==> config.mk <==
export PLATFORM = sky130hd
export DESIGN_NAME = sram_burst_req
export DESIGN_NICKNAME = d
export VERILOG_FILES = /design/src/rtl/sram_burst_req.sv
export SDC_FILE = /design/constraint.sdc
export NUM_CORES = 1
export LEC_CHECK = 0
export ABC_CLOCK_PERIOD_IN_PS = 4400
export CAP_MARGIN = 20
export CORE_MARGIN = 2
export CORE_UTILIZATION = 30
export CTS_CLUSTER_DIAMETER = 120
export DETAILED_ROUTE_END_ITERATION = 12
export HOLD_SLACK_MARGIN = 0.03
export PLACE_DENSITY = 0.58
export SLEW_MARGIN = 20
export SYNTH_ARGS = -nofsm -noshare
export SYNTH_HDL_FRONTEND = slang
export SYNTH_SLANG_ARGS = --single-unit
==> constraint.sdc <==
create_clock -name iClock -period 4.4 [get_ports iClock]
set_input_delay 0.88 -clock iClock [delete_from_list [all_inputs] [get_ports iClock]]
set_output_delay 0.88 -clock iClock [all_outputs]
set_load 0.01 [all_outputs]
==> src/rtl/sram_burst_req.sv <==
// Burst request master: splits address/length/direction commands into single-word
// SRAM controller requests, with a show-ahead read FIFO. Optional watchdog: SRAM_REQ_TIMEOUT_EN.
module sram_burst_req #(
    parameter int ADDR_WIDTH = 22,
    parameter int DATA_WIDTH = 16,
    parameter int LEN_WIDTH  = 8,
    parameter int FIFO_DEPTH = 8
) (
    input  logic                  iClock,
    input  logic                  iReset,
    input  logic                  iCmdValid,
    output logic                  oCmdReady,
    input  logic                  iCmdWrite,
    input  logic [ADDR_WIDTH-1:0] iCmdAddr,
    input  logic [LEN_WIDTH-1:0]  iCmdLen,
    input  logic [DATA_WIDTH-1:0] iWrData,
    input  logic                  iWrValid,
    output logic                  oWrReady,
    output logic [DATA_WIDTH-1:0] oRdData,
    output logic                  oRdValid,
    input  logic                  iRdReady,
    output logic [ADDR_WIDTH-1:0] oAddress,
    output logic [DATA_WIDTH-1:0] oData,
    output logic                  oValidRequest,
    output logic                  oWrite,
    input  logic [DATA_WIDTH-1:0] iData,
    input  logic                  iValidRead,
    output logic                  oBusy,
    output logic                  oDone
`ifdef SRAM_REQ_TIMEOUT_EN
    ,
    output logic                  oTimeout
`endif
);

    // state      | meaning
    // S_IDLE     | waiting for a command, FIFO may still hold read words
    // S_RD_REQ   | read request outstanding
    // S_RD_STALL | read burst paused, FIFO full
    // S_WR_FETCH | waiting for the next write word from the client
    // S_WR_REQ   | write request outstanding
    typedef enum logic [2:0] {
        S_IDLE, S_RD_REQ, S_RD_STALL, S_WR_FETCH, S_WR_REQ
    } state_t;

    localparam int PTR_W = $clog2(FIFO_DEPTH);
    localparam int CNT_W = PTR_W + 1;

    state_t                  state_q;
    logic [ADDR_WIDTH-1:0]   addr_q;
    logic [DATA_WIDTH-1:0]   data_q;
    logic [LEN_WIDTH-1:0]    rem_q;
    logic                    req_q;
    logic                    write_q;
    logic                    done_q;

    logic [DATA_WIDTH-1:0]   mem_q [FIFO_DEPTH];
    logic [PTR_W-1:0]        wr_ptr_q;
    logic [PTR_W-1:0]        rd_ptr_q;
    logic [CNT_W-1:0]        count_q;
    logic [CNT_W-1:0]        count_d;
    logic                    push;
    logic                    pop;
    logic                    fifo_full;
    logic                    room_after;

    assign fifo_full  = (count_q == CNT_W'(FIFO_DEPTH));
    assign pop        = iRdReady && (count_q != '0);
    assign push       = (state_q == S_RD_REQ) && iValidRead;
    assign count_d    = count_q + CNT_W'(push) - CNT_W'(pop);
    assign room_after = (count_d != CNT_W'(FIFO_DEPTH));

    always_ff @(posedge iClock) begin
        if (push) begin
            mem_q[wr_ptr_q] <= iData;
        end
    end

    always_ff @(posedge iClock or negedge iReset) begin
        if (!iReset) begin
            wr_ptr_q <= '0;
            rd_ptr_q <= '0;
            count_q  <= '0;
        end else begin
            if (push) wr_ptr_q <= wr_ptr_q + PTR_W'(1);
            if (pop)  rd_ptr_q <= rd_ptr_q + PTR_W'(1);
            count_q <= count_d;
        end
    end

`ifdef SRAM_REQ_TIMEOUT_EN
    // Loaded so that the request stays up for exactly 255 unanswered cycles.
    localparam logic [7:0] WD_LOAD = 8'd254;
    logic [7:0] wd_q;
    logic       timeout_q;
    assign oTimeout = timeout_q;
`endif

    always_ff @(posedge iClock or negedge iReset) begin
        if (!iReset) begin
            state_q <= S_IDLE;
            addr_q  <= '0;
            data_q  <= '0;
            rem_q   <= '0;
            req_q   <= 1'b0;
            write_q <= 1'b0;
            done_q  <= 1'b0;
`ifdef SRAM_REQ_TIMEOUT_EN
            wd_q      <= WD_LOAD;
            timeout_q <= 1'b0;
`endif
        end else begin
            done_q <= 1'b0;
            case (state_q)
                S_IDLE: begin
                    if (iCmdValid) begin
                        addr_q  <= iCmdAddr;
                        rem_q   <= iCmdLen;
                        write_q <= iCmdWrite;
`ifdef SRAM_REQ_TIMEOUT_EN
                        timeout_q <= 1'b0;
`endif
                        if (iCmdWrite) begin
                            state_q <= S_WR_FETCH;
                        end else if (fifo_full && !pop) begin
                            state_q <= S_RD_STALL;
                        end else begin
                            state_q <= S_RD_REQ;
                            req_q   <= 1'b1;
                        end
                    end
                end
                S_RD_REQ: begin
                    if (iValidRead) begin
                        addr_q <= addr_q + ADDR_WIDTH'(1);
                        if (rem_q == '0) begin
                            state_q <= S_IDLE;
                            req_q   <= 1'b0;
                            write_q <= 1'b0;
                            done_q  <= 1'b1;
                        end else begin
                            rem_q <= rem_q - LEN_WIDTH'(1);
                            if (!room_after) begin
                                state_q <= S_RD_STALL;
                                req_q   <= 1'b0;
                            end
                        end
                    end
                end
                S_RD_STALL: begin
                    if (!fifo_full) begin
                        state_q <= S_RD_REQ;
                        req_q   <= 1'b1;
                    end
                end
                S_WR_FETCH: begin
                    if (iWrValid) begin
                        data_q  <= iWrData;
                        state_q <= S_WR_REQ;
                        req_q   <= 1'b1;
                    end
                end
                S_WR_REQ: begin
                    if (iValidRead) begin
                        addr_q <= addr_q + ADDR_WIDTH'(1);
                        req_q  <= 1'b0;
                        if (rem_q == '0) begin
                            state_q <= S_IDLE;
                            write_q <= 1'b0;
                            done_q  <= 1'b1;
                        end else begin
                            rem_q   <= rem_q - LEN_WIDTH'(1);
                            state_q <= S_WR_FETCH;
                        end
                    end
                end
                default: begin
                    state_q <= S_IDLE;
                    req_q   <= 1'b0;
                end
            endcase
`ifdef SRAM_REQ_TIMEOUT_EN
            // Placed after the case so an abort overrides any state update above.
            if (req_q && !iValidRead) begin
                if (wd_q == '0) begin
                    state_q   <= S_IDLE;
                    req_q     <= 1'b0;
                    write_q   <= 1'b0;
                    timeout_q <= 1'b1;
                    wd_q      <= WD_LOAD;
                end else begin
                    wd_q <= wd_q - 8'd1;
                end
            end else begin
                wd_q <= WD_LOAD;
            end
`endif
        end
    end

    assign oCmdReady     = (state_q == S_IDLE);
    assign oWrReady      = (state_q == S_WR_FETCH);
    assign oBusy         = (state_q != S_IDLE);
    assign oDone         = done_q;
    assign oAddress      = addr_q;
    assign oData         = data_q;
    assign oValidRequest = req_q;
    assign oWrite        = write_q;
    assign oRdValid      = (count_q != '0);
    assign oRdData       = oRdValid ? mem_q[rd_ptr_q] : '0;

endmodule

Word-level counts from Yosys, hierarchy flattened
Memory sizes are Yosys's and may differ from the RTL's.
Cells that the tools add are included.
{"block": "totals", "regBits": 62, "ramBits": 128, "inputBits": 69, "memories": 1}
{"block": "classes", "add_sub_neg": 6, "eq_ne": 17, "mux": 38, "n_reduce_logical": 16}
{"name": "mem_q", "words": 8, "width": 16, "read_ports": 1, "rd_ports_with_merged_regs": 0, "wr": 1, "line_no": "57", "rtl": "logic [DATA_WIDTH-1:0] mem_q [FIFO_DEPTH];"}
{"op": "$mux 22", "count": 2}
{"op": "$pmux 22 s2", "count": 1}
{"op": "$mux 8", "count": 3}
{"op": "$add 22x1->22 const B", "count": 1}
{"op": "$mux 3", "count": 7}
{"op": "$mux 1", "count": 17}
{"op": "$mux 16", "count": 1}
{"op": "$ne 2x2->1 const B", "count": 8}
{"op": "$pmux 8 s2", "count": 1}
{"op": "$pmux 3 s5", "count": 1}
{"op": "$logic_not 8->1", "count": 1}
{"op": "$reduce_and 4->1", "count": 2}
{"op": "$reduce_and 8->1", "count": 1}
{"op": "$sub 8x1->8 const B", "count": 1}
{"op": "$add 3x1->3 const B", "count": 2}
{"op": "$eq 3x2->1 const B", "count": 2}
{"op": "$mux 2", "count": 3}
{"op": "$reduce_and 6->1", "count": 1}
{"op": "$pmux 1 s5", "count": 1}
{"op": "$add 4x1->4", "count": 1}
{"op": "$eq 4x4->1 const B", "count": 1}
{"op": "$ne 2x1->1 const B", "count": 2}
{"op": "$ne 4x4->1 const B", "count": 1}
{"op": "$reduce_bool 4->1", "count": 1}
{"op": "other kinds (13)", "count": 15}

Longest topological paths before layout
{"block": "depth", "depth_word": 9, "depth_mapped": 16, "ltp_nobuf": 15}

Worst setup path before layout
OpenSTA, ideal clock, no wires.
{"block": "synth_path", "path_type": "input-to-reg", "start": "input port iValidRead", "end": "register req_q, in the netlist oValidRequest", "arrival_ns": 3.352, "required_ns": 4.272, "path_slack_ns": 0.921, "stages": 12, "n_path_buf": 0, "path_cell_list": "inv_1 > nor2_1 > inv_1 > ha_1 > inv_1 > ha_1 > fa_1 > or3b_1 > a211oi_1 > nor3b_2 > nor3_1 > mux2_1"}
{"block": "synth_between", "elab_chain_len": 6}
{"item": "start, declared", "line_no": "27", "rtl": "input logic iValidRead,"}
{"item": "$logic_and 1x1->1", "line_no": "69", "rtl": "assign push = (state_q == S_RD_REQ) && iValidRead;"}
{"item": "$add 4x1->4", "line_no": "70", "rtl": "assign count_d = count_q + CNT_W'(push) - CNT_W'(pop);"}
{"item": "$sub 4x1->4", "line_no": "70"}
{"item": "via count_d[1]", "line_no": "61", "rtl": "logic [CNT_W-1:0] count_d;"}
{"item": "$ne 4x4->1", "line_no": "71", "rtl": "assign room_after = (count_d != CNT_W'(FIFO_DEPTH));"}
{"item": "$ne 3x2->1 (no source line)"}
{"item": "$reduce_and 8->1 (no source line)"}
{"item": "end signal, assigned", "line_no": "105", "rtl": "req_q <= 1'b0;"}
{"item": "end signal, assigned", "line_no": "129", "rtl": "req_q <= 1'b1;"}
{"item": "end signal, assigned", "line_no": "138", "rtl": "req_q <= 1'b0;"}
{"item": "end, declared", "line_no": "53", "rtl": "logic req_q;"}
The timed path passes the listed nets, and every way through them passes these cells.
A chain may end at the register's enable or synchronous reset.

Final worst setup path
Same ends and word-level chain as after synthesis.

==> results_dict.tcl <==
set metrics [dict create \
    antenna_found_initial 1 \
    synthesis.nets 658 \
    cts_inserted_buffers 17 \
    min_period_ps 3620 \
    final_cell_mix "clkdlybuf4s50_1 (128), edfxtp_1 (128), dfrtp_1 (61)" \
    drc 0 \
    crit_chain "clkdlybuf4s50_1 > inv_1 > nor2_1 > inv_1 > ha_1 > inv_1 > ha_1 > fa_1 > or3b_1 > a211oi_1 > nor3b_2 > nor3_1 > mux2_1" \
    grt_max_degree 54 \
    die_w_um 171 \
    totalWireLength_um 18900 \
    crit_buf_inv 4 \
    ir_drop_v 0.000319 \
    ctsLongestPathBuffers 2 \
    finalMaxSlewViolations 0 \
    setup_ws_ps 781 \
    slowest_stage "clkdlybuf4s50_1" \
    clkSlewWorstSetupHoldPaths_ps 90 \
    synth.area.top_cells "edfxtp_1 (46%), dfrtp_1 (19%), mux4_2 (8.6%), mux2_2 (2.4%), a21oi_1 (2.3%)" \
    ys.flop_type "edfxtp_1" \
    layout-drive-gt1-share_pct 16.0 \
    place_area_sq_um 10200 \
    die_h_um 171 \
    endpoint "oValidRequest$_DFFE_PN0P_" \
    slowest_delay_ps 530 \
    dp_slack_ps 363 \
    ys_types 61 \
    insertion_delay_ps 440 \
    cts-hold-fix-buffers 0 \
    cp_max_fo 4 \
    yosys_warnings 0 \
    core_sq_um 27600 \
    synth_top_area_share_pct 46.0 \
    startpoint "iValidRead" \
    synth-seq-cells 190 \
    leakagePower_nw 3.83 \
    tns_ps 0 \
    dieArea_sq_um 29200 \
    p_total_mw 7.42 \
    routabilityCongestion 0.780 \
    drv_cap 0 \
    cp_common_cell "inv_1" \
    fin_util_pct 39.1 \
    htreeDepth 4 \
    synth_edf_count 128 \
    diodes 0 \
    hold_viol 0 \
    syn2layout_area_growth_pct 29.1 \
    crit_family "adder cells" \
    reg2reg_depth 12 \
    start_util_pct 30.3 \
    cts.sinks 190 \
    via_per_inst 4.75 \
    cts_tree "built" \
    grt_pass1_wl_um 29700 \
    synth_seq_area_share_pct 64.5 \
    async_reset_ff_share_pct 32.6 \
    clockRootBuffer "clkbuf_16" \
    io_pins 130 \
    syn-cell-area_sq_um 8360 \
    reg2reg_from "state_q[0]$_DFFE_PN0P_" \
    worst_setup_path_start_kind "input port" \
    cp.required_ps 4710 \
    min_path_type "in -> async" \
    finalInstanceArea_sq_um 10800 \
    yosysTopAreaCell "edfxtp_1" \
    worst_pin_slew_ps 1060 \
    worst-path-stages 13 \
    dr.first_iter.drc_count 301 \
    syn_avg_cell_area_sq_um 14.5 \
    core.rowCount 61 \
    wire_per_inst_um 17.1 \
    synth_cells 577 \
    track_usage_pct 13.3 \
    gr-total-overflow 0 \
    finalSetupViolCount 0 \
    cp_data_arrival_time_ps 3930 \
    ant_nets 0 \
    slew_headroom_pct 29.1 \
    dpl.hpwl_um 12000 \
    crit_type "in -> reg" \
    powerDensity_nw_per_um2 687 \
    vias 5237 \
    status "completed" \
    cts-resized-gates 0 \
    fin_nets 793 \
    r2r_end "oValidRequest$_DFFE_PN0P_" \
    n_fill_cell 2626 \
    postCtsSetupBuffers 0 \
    clock-skew-final_ps 16.3 \
    fmax_ghz 0.276 \
    critPathCaptureType "flip-flop" \
    port_buffers 129 \
    grt_pass1_vias 5336 \
    drtPass1Iterations 5 \
    r2r_slack_ps 840 \
    finalCritPeriodShare_pct 82.2 \
    rsz0062_at_grt "false" \
]
-- per-stage QoR --
step,std cells,hold WS (ps)
5_1_grt,1103,521
3_3_place_gp,1071,485
4_1_cts,1103,513
6_report,1103,501
3_5_place_dp,1071,484
2_1_floorplan,577,483
-- synth_stat cells (4+ instances only) --
| cell | n |
|---|---|
| and3_1 | 5 |
| or3_1 | 5 |
| a2bb2oi_1 | 6 |
| o211ai_1 | 4 |
| o21ai_0 | 20 |
| nand4_1 | 7 |
| nor3_1 | 9 |
| ha_1 | 11 |
| mux2_2 | 18 |
| mux2i_1 | 19 |
| buf_2 | 11 |
| clkbuf_1 | 17 |
| a31oi_1 | 4 |
| inv_1 | 16 |
| nand2_1 | 31 |
| nand2b_1 | 5 |
| edfxtp_1 | 128 |
| mux4_2 | 32 |
| nand3_1 | 22 |
| a21oi_1 | 38 |
| dfrtp_1 | 62 |
| o22ai_1 | 11 |
| nor2_1 | 38 |
-- routing by layer --
metal | vias to the layer above | global-route usage, % | routed length (um) | share of wire [%]
li1 | 2493 | - | - | -
met1 | 2611 | 18.4 | 9010 | 48
met5 | - | 0 | 0 | 0
met4 | 0 | 2.54 | 116 | 0.61
met2 | 126 | 20.9 | 8760 | 46
met3 | 7 | 3.96 | 987 | 5.2
-- state kept, by name (all words and copies together), names as in the netlist, 3 cells and up --
name      cells
rd_ptr_q      3
state_q       3
count_q       4
mem_q       128
oData        16
wr_ptr_q      3
oAddress     22
rem_q         8
-- cell type report --
cell class	instances	area, sq um	share of cell area [%]
repair buffers	148	1440	13.3
well taps	378	473	4.38
clock buffers	17	425	3.94
flip-flops and latches	190	5400	50.0
multi-input cells	339	2780	25.8
inverters	16	60.1	0.556
clock inverters	15	224	2.07
-- worst min-delay path by stage --
stage,startpoint,to,slack [ps],cells after the start
5_1_grt,oData[12]$_DFFE_PN0P_,oData[12]$_DFFE_PN0P_,520,1
3_3_place_gp,oValidRequest$_DFFE_PN0P_,oValidRequest$_DFFE_PN0P_,480,1
4_1_cts,oValidRequest$_DFFE_PN0P_,oValidRequest$_DFFE_PN0P_,510,1
6_report,iReset,oAddress[1]$_DFFE_PN0P_,500,1
2_1_floorplan,wr_ptr_q[0]$_DFFE_PN0P_,wr_ptr_q[0]$_DFFE_PN0P_,480,1
3_5_place_dp,oValidRequest$_DFFE_PN0P_,oValidRequest$_DFFE_PN0P_,480,1
-- cell families (layout without fill, tap and decap cells) --
kind of cell | Yosys count | in the layout | share of synthesized area [%]
compound gates | 103 | 103 | 7.61
xor+xnor | 7 | 7 | 0.823
fa+ha+maj | 12 | 12 | 1.88
buf+inv | 48 | 196 | 2.45
flops | 190 | 190 | 64.5
mux | 71 | 71 | 13.6
simple gates | 146 | 146 | 9.14
-- report_power, final --
part,leakage (nW),switching [mW],internal (mW)
clock network,0.310,0.837,0.808
logic,1.64,1.49,1.60
registers,1.88,0.390,2.30
No activity file was read; power rests on OpenSTA's default activity.
